$ cat config.mk
export PLATFORM = sky130hd
export DESIGN_NAME = cache_arbiter_flat
export DESIGN_NICKNAME = d
export VERILOG_FILES = /design/src/rtl/cache_arbiter_if.sv /design/src/rtl/cache_arbiter.sv /design/src/flat_wrapper.sv
export SDC_FILE = /design/constraint.sdc
export NUM_CORES = 1
export LEC_CHECK = 0
export CAP_MARGIN = 20
export CORE_AREA = 2 2 559 561
export DETAILED_ROUTE_END_ITERATION = 8
export DIE_AREA = 0 0 561 563
export PLACE_DENSITY_LB_ADDON = 0.05
export SYNTH_ARGS = -nofsm -noshare
export SYNTH_HDL_FRONTEND = slang
export SYNTH_SLANG_ARGS = --single-unit
$ cat constraint.sdc
create_clock -name clk -period 2.1 [get_ports clk]
set_input_delay 0.315 -clock clk [delete_from_list [all_inputs] [get_ports clk]]
set_output_delay 0.315 -clock clk [all_outputs]
set_load 0.01 [all_outputs]
$ cat src/rtl/cache_arbiter_if.sv
// Line-fill bus bundle between the two L1 clients, the arbiter and the next memory level.
// The slave modport is the arbiter's view; master is the surrounding environment.
interface cache_arbiter_if #(
  parameter int LINE_WIDTH = 256
);
  logic [31:0]           i_pmem_address;
  logic                  i_pmem_read;
  logic [LINE_WIDTH-1:0] i_pmem_rdata;
  logic                  i_pmem_resp;

  logic [31:0]           d_pmem_address;
  logic                  d_pmem_read;
  logic                  d_pmem_write;
  logic [LINE_WIDTH-1:0] d_pmem_wdata;
  logic [LINE_WIDTH-1:0] d_pmem_rdata;
  logic                  d_pmem_resp;

  logic [31:0]           l2_address;
  logic                  l2_read;
  logic                  l2_write;
  logic [LINE_WIDTH-1:0] l2_wdata;
  logic [LINE_WIDTH-1:0] l2_rdata;
  logic                  l2_resp;

  logic                  conflict_clear;
  logic [31:0]           conflict_count;

  modport slave (
    input  i_pmem_address, i_pmem_read,
    output i_pmem_rdata, i_pmem_resp,
    input  d_pmem_address, d_pmem_read, d_pmem_write, d_pmem_wdata,
    output d_pmem_rdata, d_pmem_resp,
    output l2_address, l2_read, l2_write, l2_wdata,
    input  l2_rdata, l2_resp,
    input  conflict_clear,
    output conflict_count
  );

  modport master (
    output i_pmem_address, i_pmem_read,
    input  i_pmem_rdata, i_pmem_resp,
    output d_pmem_address, d_pmem_read, d_pmem_write, d_pmem_wdata,
    input  d_pmem_rdata, d_pmem_resp,
    input  l2_address, l2_read, l2_write, l2_wdata,
    output l2_rdata, l2_resp,
    output conflict_clear,
    input  conflict_count
  );
endinterface

$ cat src/rtl/cache_arbiter.sv
// Round-robin arbiter serialising L1I/L1D line fills and writebacks onto one downstream port,
// with a saturating counter of arbitrations where both clients were waiting.
module cache_arbiter #(
  parameter int LINE_WIDTH = 256
) (
  input  logic           clk,
  input  logic           rst,
  cache_arbiter_if.slave bus
);

  typedef enum logic [1:0] {
    IDLE    = 2'd0,
    SERVE_I = 2'd1,
    SERVE_D = 2'd2,
    DONE    = 2'd3
  } state_e;

  state_e                state_q, state_d;
  logic                  last_d_q, last_d_d;
  logic                  op_write_q, op_write_d;
  logic [31:0]           addr_q, addr_d;
  logic [LINE_WIDTH-1:0] wdata_q, wdata_d;
  logic [31:0]           conflict_count_q, conflict_count_d;
  logic                  i_req_s;
  logic                  d_req_s;
  logic                  conflict_s;

  assign i_req_s    = bus.i_pmem_read;
  assign d_req_s    = bus.d_pmem_read | bus.d_pmem_write;
  assign conflict_s = (state_q == IDLE) & i_req_s & d_req_s;

  // Grant decision and request latching; last_d_q=1 means D won the previous arbitration.
  always_comb begin
    state_d    = state_q;
    last_d_d   = last_d_q;
    op_write_d = op_write_q;
    addr_d     = addr_q;
    wdata_d    = wdata_q;
    case (state_q)
      IDLE: begin
        if (d_req_s && (!i_req_s || !last_d_q)) begin
          state_d    = SERVE_D;
          last_d_d   = 1'b1;
          addr_d     = bus.d_pmem_address;
          wdata_d    = bus.d_pmem_wdata;
          op_write_d = bus.d_pmem_write;
        end else if (i_req_s) begin
          state_d    = SERVE_I;
          last_d_d   = 1'b0;
          addr_d     = bus.i_pmem_address;
          op_write_d = 1'b0;
        end else begin
          state_d = IDLE;
        end
      end
      SERVE_I, SERVE_D: begin
        if (bus.l2_resp) begin
          state_d = DONE;
        end else begin
          state_d = state_q;
        end
      end
      DONE:    state_d = IDLE;
      default: state_d = IDLE;
    endcase
  end

  // Conflict counter: clear beats increment, increment saturates at all-ones.
  always_comb begin
    conflict_count_d = conflict_count_q;
    if (bus.conflict_clear) begin
      conflict_count_d = 32'd0;
    end else if (conflict_s && (conflict_count_q != 32'hFFFF_FFFF)) begin
      conflict_count_d = conflict_count_q + 32'd1;
    end else begin
      conflict_count_d = conflict_count_q;
    end
  end

  always_ff @(posedge clk) begin
    if (rst) begin
      state_q          <= IDLE;
      last_d_q         <= 1'b0;
      op_write_q       <= 1'b0;
      addr_q           <= 32'd0;
      wdata_q          <= {LINE_WIDTH{1'b0}};
      conflict_count_q <= 32'd0;
    end else begin
      state_q          <= state_d;
      last_d_q         <= last_d_d;
      op_write_q       <= op_write_d;
      addr_q           <= addr_d;
      wdata_q          <= wdata_d;
      conflict_count_q <= conflict_count_d;
    end
  end

  // Downstream strobes come straight from registered state, so they drop in DONE and on reset.
  assign bus.l2_address     = addr_q;
  assign bus.l2_wdata       = wdata_q;
  assign bus.l2_read        = (state_q == SERVE_I) | ((state_q == SERVE_D) & ~op_write_q);
  assign bus.l2_write       = (state_q == SERVE_D) & op_write_q;
  assign bus.i_pmem_resp    = (state_q == SERVE_I) & bus.l2_resp;
  assign bus.d_pmem_resp    = (state_q == SERVE_D) & bus.l2_resp;
  assign bus.i_pmem_rdata   = bus.l2_rdata;
  assign bus.d_pmem_rdata   = bus.l2_rdata;
  assign bus.conflict_count = conflict_count_q;

endmodule

$ cat src/flat_wrapper.sv
// flat-port wrapper written by rule: the top's interface ports become plain ports
module cache_arbiter_flat 
#(
  parameter int LINE_WIDTH = 256
)
  (clk, rst, bus_i_pmem_address, bus_i_pmem_read, bus_i_pmem_rdata, bus_i_pmem_resp, bus_d_pmem_address, bus_d_pmem_read, bus_d_pmem_write, bus_d_pmem_wdata, bus_d_pmem_rdata, bus_d_pmem_resp, bus_l2_address, bus_l2_read, bus_l2_write, bus_l2_wdata, bus_l2_rdata, bus_l2_resp, bus_conflict_clear, bus_conflict_count);
  cache_arbiter_if #(.LINE_WIDTH(LINE_WIDTH)) bus_i ();
  input  logic clk;
  input  logic rst;
  input wire logic [$bits(bus_i.i_pmem_address)-1:0] bus_i_pmem_address;
  input wire logic [$bits(bus_i.i_pmem_read)-1:0] bus_i_pmem_read;
  output wire logic [$bits(bus_i.i_pmem_rdata)-1:0] bus_i_pmem_rdata;
  output wire logic [$bits(bus_i.i_pmem_resp)-1:0] bus_i_pmem_resp;
  input wire logic [$bits(bus_i.d_pmem_address)-1:0] bus_d_pmem_address;
  input wire logic [$bits(bus_i.d_pmem_read)-1:0] bus_d_pmem_read;
  input wire logic [$bits(bus_i.d_pmem_write)-1:0] bus_d_pmem_write;
  input wire logic [$bits(bus_i.d_pmem_wdata)-1:0] bus_d_pmem_wdata;
  output wire logic [$bits(bus_i.d_pmem_rdata)-1:0] bus_d_pmem_rdata;
  output wire logic [$bits(bus_i.d_pmem_resp)-1:0] bus_d_pmem_resp;
  output wire logic [$bits(bus_i.l2_address)-1:0] bus_l2_address;
  output wire logic [$bits(bus_i.l2_read)-1:0] bus_l2_read;
  output wire logic [$bits(bus_i.l2_write)-1:0] bus_l2_write;
  output wire logic [$bits(bus_i.l2_wdata)-1:0] bus_l2_wdata;
  input wire logic [$bits(bus_i.l2_rdata)-1:0] bus_l2_rdata;
  input wire logic [$bits(bus_i.l2_resp)-1:0] bus_l2_resp;
  input wire logic [$bits(bus_i.conflict_clear)-1:0] bus_conflict_clear;
  output wire logic [$bits(bus_i.conflict_count)-1:0] bus_conflict_count;
  assign bus_i.i_pmem_address = bus_i_pmem_address;
  assign bus_i.i_pmem_read = bus_i_pmem_read;
  assign bus_i_pmem_rdata = bus_i.i_pmem_rdata;
  assign bus_i_pmem_resp = bus_i.i_pmem_resp;
  assign bus_i.d_pmem_address = bus_d_pmem_address;
  assign bus_i.d_pmem_read = bus_d_pmem_read;
  assign bus_i.d_pmem_write = bus_d_pmem_write;
  assign bus_i.d_pmem_wdata = bus_d_pmem_wdata;
  assign bus_d_pmem_rdata = bus_i.d_pmem_rdata;
  assign bus_d_pmem_resp = bus_i.d_pmem_resp;
  assign bus_l2_address = bus_i.l2_address;
  assign bus_l2_read = bus_i.l2_read;
  assign bus_l2_write = bus_i.l2_write;
  assign bus_l2_wdata = bus_i.l2_wdata;
  assign bus_i.l2_rdata = bus_l2_rdata;
  assign bus_i.l2_resp = bus_l2_resp;
  assign bus_i.conflict_clear = bus_conflict_clear;
  assign bus_conflict_count = bus_i.conflict_count;
  cache_arbiter #(.LINE_WIDTH(LINE_WIDTH)) u_core (.clk(clk), .rst(rst), .bus(bus_i));
endmodule
### After elaboration in Yosys (flattened, before gate mapping)

Index checks and enable logic that the tools add are counted.
Widths: inputs -> output; s select.

* bits in registers: 324
* input bits: 583
* word-level logic and storage cells: 41

* mux-type cells: 9
* bitwise gates (word level): 9
* add/sub/neg operators: 1
* reduce and logical (&&, ||, !) cells: 11
* equal/unequal tests: 5

Operators with widths (number)
* $mux 32: 2
* $add 32x1->32 const B: 1
* $ne 32x32->1 const B: 1
* $and 1x1->1: 6
* $pmux 2 s3: 1
* $eq 2x2->1 const B: 2
* $mux 1: 4
* $mux 2: 2
* $reduce_and 2->1: 2
* $reduce_or 2->1: 2
* $eq 2x1->1 const B: 1
* $logic_and 1x1->1: 2
* $logic_not 1->1: 2
* $logic_not 2->1: 1
* $ne 2x2->1 const B: 1
* $or 1x1->1: 2
* $reduce_bool 2->1: 1
* $logic_or 1x1->1: 1
* $not 1->1: 1

### Longest topological paths before layout

Gate-level depths: netlist of the first run.

* depth after elaboration: 5
* mapped depth: 8
* mapped depth without buffers: 7

### Least setup slack after synthesis of the first run

No wires, ideal clock.

* kind: register to register
* start point: register u_core.state_q[0]
* end point: register u_core.conflict_count_q[16] (netlist: u_core.bus.conflict_count[16])
* data required time: 2.030 ns
* period minus slack after synthesis: 1.973 ns
* data arrival time: 1.902 ns
* slack: 0.127 ns
* setup time: 0.070 ns
* cell stages (with the launch flop): 8
* path through: dfxtp_1 > inv_1 > ha_1 > o211a_1 > nand4_1 > or2_1 > or4_1 > a21oi_1

* word-level cells in the longest chain between the ends: 4

RTL lines
* start, declared: RTL line cache_arbiter.sv:18 `state_e state_q, state_d;`
* start signal, assigned: RTL line cache_arbiter.sv:89 `state_q <= state_d;`
* $logic_not 2->1: RTL line cache_arbiter.sv:30 `assign conflict_s = (state_q == IDLE) & i_req_s & d_req_s;`
* $and 1x1->1 (2 in series): RTL line cache_arbiter.sv:30
* $logic_and 1x1->1: RTL line cache_arbiter.sv:73 `end else if (conflict_s && (conflict_count_q != 32'hFFFF_FFFF)) begin`
* end signal, assigned: RTL line cache_arbiter.sv:94 `conflict_count_q <= conflict_count_d;`
* end, declared: RTL line cache_arbiter.sv:23 `logic [31:0] conflict_count_q, conflict_count_d;`

No other way between the ends.
A chain may end at the register's enable or synchronous reset.

### Worst setup path in the final report of the first run

* start point: register u_core.state_q[0]
* end point: register u_core.conflict_count_q[26] (netlist: u_core.bus.conflict_count[26])

Same word-level chain as after synthesis.

==> flow_summary.json, run 1 <==
{
  "outcome": "finished clean",
  "die_area_mm2": 0.316,
  "drtIter0Drc": 527,
  "max_freq_mhz": 478,
  "seq_power_share_pct": 26.4,
  "rsz0062_at_grt": "true",
  "port-buffer-count": 650,
  "power_frac_clock_pct": 33.1,
  "syn_area_mm2": 0.0158,
  "grt_pass1_vias": 15600,
  "path_cells": "inv_2 > ha_4 > o211ai_1 > buf_4 > buf_6 > nor4_4 > nand4_1 > buf_6 > or3_4 > a21oi_2",
  "cpPeakStageDelay_ns": 0.32,
  "die_w_um": 561,
  "cts_buffers": 60,
  "avgViaCountPerCell": 2.22,
  "slew_viol_final": 0,
  "min_period_over_period_pct": 99.6,
  "cts_tree": "yes",
  "synthCells": 2006,
  "finalSetupViolations": 0,
  "worst_setup_path_start_kind": "flop",
  "clock-sinks": 324,
  "relSlewSlack_pct": 61.3,
  "cap_viol_max_count": 0,
  "grt_usage_pct": 8.26,
  "intPower_uw": 19700,
  "synth_ff_type": "dfxtp_1",
  "die_y_um": 563,
  "clk_latency_ns": 0.75,
  "wl_um": 134000,
  "ant_nets": 0,
  "dp_hpwl_um": 108000,
  "hold_violations": 0,
  "synth_nets": 2594,
  "crit_fanout": 6,
  "fin_util_pct": 8.85,
  "period_needed_ns": 2.09,
  "syn2layout_area_growth_pct": 73.6,
  "grt_max_degree": 75,
  "synth.ff_latch_count": 324,
  "vias": 14400,
  "synth_cell_types": 46,
  "crit_top_cell": "buf_6",
  "cts_root_buf": "clkbuf_16",
  "grt.overflow.total": 0,
  "worst_pin_slew_ns": 0.582,
  "gp_congestion": 0.662,
  "drive_gt1_share_pct": 13.9,
  "power_density_mw_per_mm2": 1190,
  "worst_ep_required_time_ns": 2.74,
  "fill_cells": 36200,
  "synth_edf_count": 0,
  "avgSynthCellArea_um2": 7.89,
  "ir_drop_mv": 0.762,
  "min_path_type": "input pin to flop",
  "antenna_found_initial": 43,
  "leakage_uw": 0.00981,
  "critPathKind": "flop to flop",
  "yosysTopAreaCell": "dfxtp_1",
  "synthArstFlopShare_pct": 0,
  "ctsHtreeMaxLevel": 2,
  "synth_area_leaders": "dfxtp_1, buf_4, nand2_1, a21oi_1, clkbuf_1",
  "clockBufferDepth": 3,
  "fin_area_mm2": 0.0275,
  "cpMaxStageDelayCell": "dfxtp_2",
  "io_pins": 1419,
  "wl_per_cell_um": 20.7,
  "p_switching_uw": 13100,
  "start_util_pct": 5.10,
  "dpl_cell_area_mm2": 0.0250,
  "drc": 0,
  "rows": 205,
  "netlist.area_leader.share_pct": 41.0,
  "synth_commonest_cells": "nand2_1, buf_4, dfxtp_1, a21oi_1, clkbuf_1",
  "fin_skew_ns": 0.0419,
  "ys_seq_area_share_pct": 41.0,
  "critPathCaptureType": "flop",
  "layout.nets": 2894,
  "arrival_ns": 2.73,
  "dr.pass1.iters": 4,
  "yosysMostFrequentCell": "nand2_1",
  "ys.warnings.count": 0,
  "grt_pass1_wl_um": 172000,
  "switching_share_pct": 40.0,
  "place_ws_ns": -0.629,
  "tns_ns": 0,
  "coreArea_mm2": 0.310,
  "combPwrFrac_pct": 40.5,
  "fin_ws_ns": 0.00837,
  "clk_pin_slew_worst_paths_ns": 0.06
}
area by class of cell:
| type | count | area [um2] | area share (%) |
|---|---|---|---|
| Clock inverter | 18 | 324 | 1.18 |
| Sequential cell | 324 | 6490 | 23.6 |
| Inverter | 7 | 26.3 | 0.0957 |
| Timing Repair Buffer | 857 | 8460 | 30.8 |
| Antenna cell | 7 | 17.5 | 0.0638 |
| Tap cell | 4140 | 5180 | 18.9 |
| Clock buffer | 94 | 1730 | 6.29 |
| Multi-Input combinational cell | 1056 | 5240 | 19.1 |
through the flow:
step           cells  total power [uW]  hold slack, ns
3_5_place_dp    6334             23400           0.447
5_1_grt         6497             35700          0.0483
3_3_place_gp    6334             23600           0.446
2_1_floorplan   2006             14100           0.437
4_1_cts         6495             34800        0.000594
6_report        6503             32800           0.137
flip-flops by register name (all words and copies together) (netlist names):
signal / count
u_core.last_d_q: 1
u_core.bus.l2_address: 32
u_core.bus.conflict_count: 32
u_core.bus.l2_wdata: 256
u_core.op_write_q: 1
u_core.state_q: 2
cells in the final DEF, fill, tap and decap left out, drive strengths merged, types with 8 or more instances in the layout:
master         instances
a211oi                32
a21oi                284
buf                  185
clkbuf                98
clkdlybuf4s15         19
clkdlybuf4s50        423
dfxtp                324
dlygate4sd2          182
dlygate4sd3           41
inv                    8
mux2i                 32
nand2                531
nand3                 13
nand4                 11
nor2                  53
o21ai                 16
o31ai                  8
or3                   17
or4                    9
critical path, delay by kind of cell (launching register included):
kind | cells | cell delay (ns)
adders and majority gates | 1 | 0.17
DFF | 1 | 0.32
AOI/OAI and AO/OA | 2 | 0.32
and+or+nand+nor | 3 | 0.63
buffers and inverters | 4 | 0.57
logic make-up after synthesis:
logic type | Yosys count | synth area share [%]
AO/OA/AOI/OAI | 350 | 12.0
XOR/XNOR | 6 | 0.332
adder cells (fa/ha/maj) | 5 | 0.395
buffers and inverters | 627 | 27.1
flip-flops | 324 | 41.0
multiplexers | 32 | 2.02
AND/OR/NAND/NOR | 662 | 17.1
power by group through the flow:
| stage | Combinational [uW] | Sequential [uW] | Clock [uW] |
|---|---|---|---|
| after global placement | 14700 | 8900 | 0 |
| after floorplan | 4810 | 9290 | 0 |
| after CTS | 14200 | 8760 | 11800 |
| after detailed placement | 14600 | 8870 | 0 |
| final | 13300 | 8660 | 10900 |
| after global routing | 14900 | 8930 | 11900 |
final timing paths:
path / from / endpoint / cells past startpoint / slack (ns)
setup / recovery: u_core.state_q[0]$_SDFFE_PP0P_ / u_core.bus.conflict_count[26]$_SDFFE_PP0P_ / 10 / 0.008
hold / removal: bus_d_pmem_wdata[108] / u_core.bus.l2_wdata[108]$_SDFFE_PP0P_ / 3 / 0.14
setup reg to reg: u_core.state_q[0]$_SDFFE_PP0P_ / u_core.bus.conflict_count[26]$_SDFFE_PP0P_ / 10 / 0.008
hold reg to reg: u_core.bus.l2_wdata[163]$_SDFFE_PP0P_ / u_core.bus.l2_wdata[163]$_SDFFE_PP0P_ / 2 / 0.45
timing repair:
item,4_1_cts,5_1_grt
hold buffers,41,0
endpoints found under the setup margin,237,35
gates resized for setup,277,28
setup buffers,7,1
pin swaps,10,11
endpoints found under the hold margin,56,0
cloned,1,0
metal layers:
layer | GRT usage [%] | part of all wire, %
met1 | 9.19 | 39
met4 | 4.42 | 5.9
met5 | 0.0151 | 0.051
met3 | 4.63 | 12
met2 | 12.5 | 43
Power figures use the tool's default switching activity.
==> run 2: changes to the inputs <==
CTS_BUF_LIST = sky130_fd_sc_hd__clkbuf_4   (was unset)
==> run 2 against run 1 <==
Net effect:
- non-clock buffer count up 352
- clock-buffer cell count up 102
- critical endpoint is now bus_l2_read
- maximum frequency down 11%
- combinational power up 14%
- the run now ends with setup timing left
- largest power group unchanged
- die area unchanged
- clock skew up 0.062 ns
- highest routed layer unchanged
- total power up 1.1%
- setup slack worse by 0.25 ns
- critical path depth down 5
- register-to-register slack worse by 0.04 ns
- flip-flop and latch count unchanged
- global-route usage up 0.18 points
==> flow_summary.json, run 2 (synthesis gave the netlist of run 1 again) <==
{
  "period_needed_ns": 2.35,
  "dr.pass1.iters": 4,
  "grt.overflow.total": 0,
  "drtIter0Drc": 487,
  "coreArea_mm2": 0.310,
  "grt_pass1_wl_um": 179000,
  "worst_hold_slack_ns": 0.330,
  "critPathCaptureType": "primary output",
  "relSlewSlack_pct": 64.9,
  "largest_register_ff_count": 256,
  "p_total_uw": 33200,
  "min_period_over_period_pct": 112,
  "clock-sinks": 324,
  "finalSetupViolations": 9,
  "wl_um": 137000,
  "fin_ws_ns": -0.246,
  "grt_pass1_vias": 18000,
  "gp_congestion": 0.662,
  "min_path_type": "input pin to flop",
  "worst_ep_required_time_ns": 1.78,
  "worst_setup_path_start_kind": "flop",
  "outcome": "finished with violations",
  "arrival_ns": 2.03,
  "drive_gt1_share_pct": 40.5,
  "ant_nets": 0,
  "power_density_mw_per_mm2": 1040,
  "cts_tree": "yes",
  "fin_area_mm2": 0.0320,
  "die_area_mm2": 0.316,
  "dp_hpwl_um": 108000,
  "cts_root_buf": "clkbuf_4",
  "clk_pin_slew_worst_paths_ns": 0.06,
  "fin_skew_ns": 0.104,
  "drc": 0,
  "clk_latency_ns": 1.13,
  "avgViaCountPerCell": 2.34,
  "crit_fanout": 3,
  "fill_cells": 36100,
  "cap_viol_max_count": 0,
  "rows": 205,
  "clockBufferDepth": 4,
  "io_pins": 1419,
  "vias": 16300,
  "reg2regPathDepth": 12,
  "leakage_uw": 0.0116,
  "slew_viol_final": 0,
  "die_w_um": 561,
  "violations": "setup timing",
  "max_freq_mhz": 426,
  "wl_per_cell_um": 19.7,
  "ir_drop_mv": 0.322,
  "grt_max_degree": 75,
  "dpl_cell_area_mm2": 0.0250,
  "die_y_um": 563,
  "fin_util_pct": 10.3,
  "grt_usage_pct": 8.44,
  "min_path_cells": 4,
  "port-buffer-count": 650,
  "rsz0062_at_grt": "true",
  "layout.nets": 3331,
  "cts_buffers": 145,
  "worst_pin_slew_ns": 0.526,
  "syn2layout_area_growth_pct": 102,
  "final_common_cell": "nand2_1",
  "critPathKind": "flop to primary output",
  "mostFrequentLayoutCells": "nand2_1, dlygate4sd3_1, clkdlybuf4s50_1",
  "hold_violations": 0,
  "antenna_found_initial": 34,
  "ctsHtreeMaxLevel": 4,
  "start_util_pct": 5.10
}
run 2: per-layer routing:
metal	vias up	global-route usage (%)	routed length [um]
li1	7560	-	-
met1	7340	9.59	55100
met2	866	12.4	57100
met3	473	4.35	15400
met4	12	5.32	9330
met5	-	0.151	124
run 2: worst paths after layout:
path	from	end	slack, ns
hold reg to reg	u_core.bus.l2_wdata[163]$_SDFFE_PP0P_	u_core.bus.l2_wdata[163]$_SDFFE_PP0P_	0.46
setup reg to reg	u_core.state_q[0]$_SDFFE_PP0P_	u_core.bus.conflict_count[24]$_SDFFE_PP0P_	-0.03
hold / removal	bus_d_pmem_wdata[105]	u_core.bus.l2_wdata[105]$_SDFFE_PP0P_	0.33
setup / recovery	u_core.state_q[0]$_SDFFE_PP0P_	bus_l2_read	-0.25
run 2: power by group:
part           internal [uW]  switching, uW  total (uW)
logic                   7140           7920       15100
registers               8110           1310        9420
clock network           4420           4260        8680
run 2: what timing repair did:
item                                     CTS  global route
gates resized for setup                 2306            60
endpoints found under the setup margin   349           166
gates cloned                               1             0
hold endpoints to repair                 324             0
pin swaps                                  8            29
buffers inserted                          63            19
hold buffers                             328             0
run 2: critical path: stages (launching register included):
cell and delay (ns):
dfxtp_2 0.33, inv_2 0.04, buf_6 0.11, ha_4 0.15
a21o_1 0.18, buf_6 0.14
run 2: per-stage QoR:
step                      TNS [ns]  setup slack, ns  std cells
after floorplan                  0            0.127       2006
after global placement      -54.12           -0.634       6334
after detailed placement    -56.37           -0.629       6334
after CTS                   -31.67           -0.565       6933
after global routing         -8.39           -0.479       6948
final                       -0.971           -0.246       6953
run 2: layout make-up:
| cell class | instances | area [um2] | share of cell area [%] |
|---|---|---|---|
| multi-input cells | 1056 | 5320 | 16.6 |
| well taps | 4140 | 5180 | 16.2 |
| clock inverters | 12 | 114 | 0.356 |
| inverters | 7 | 26.3 | 0.0822 |
| clock buffers | 196 | 1470 | 4.60 |
| diodes | 9 | 22.5 | 0.0705 |
| repair buffers | 1209 | 12800 | 40.1 |
| flip-flops and latches | 324 | 7000 | 21.9 |
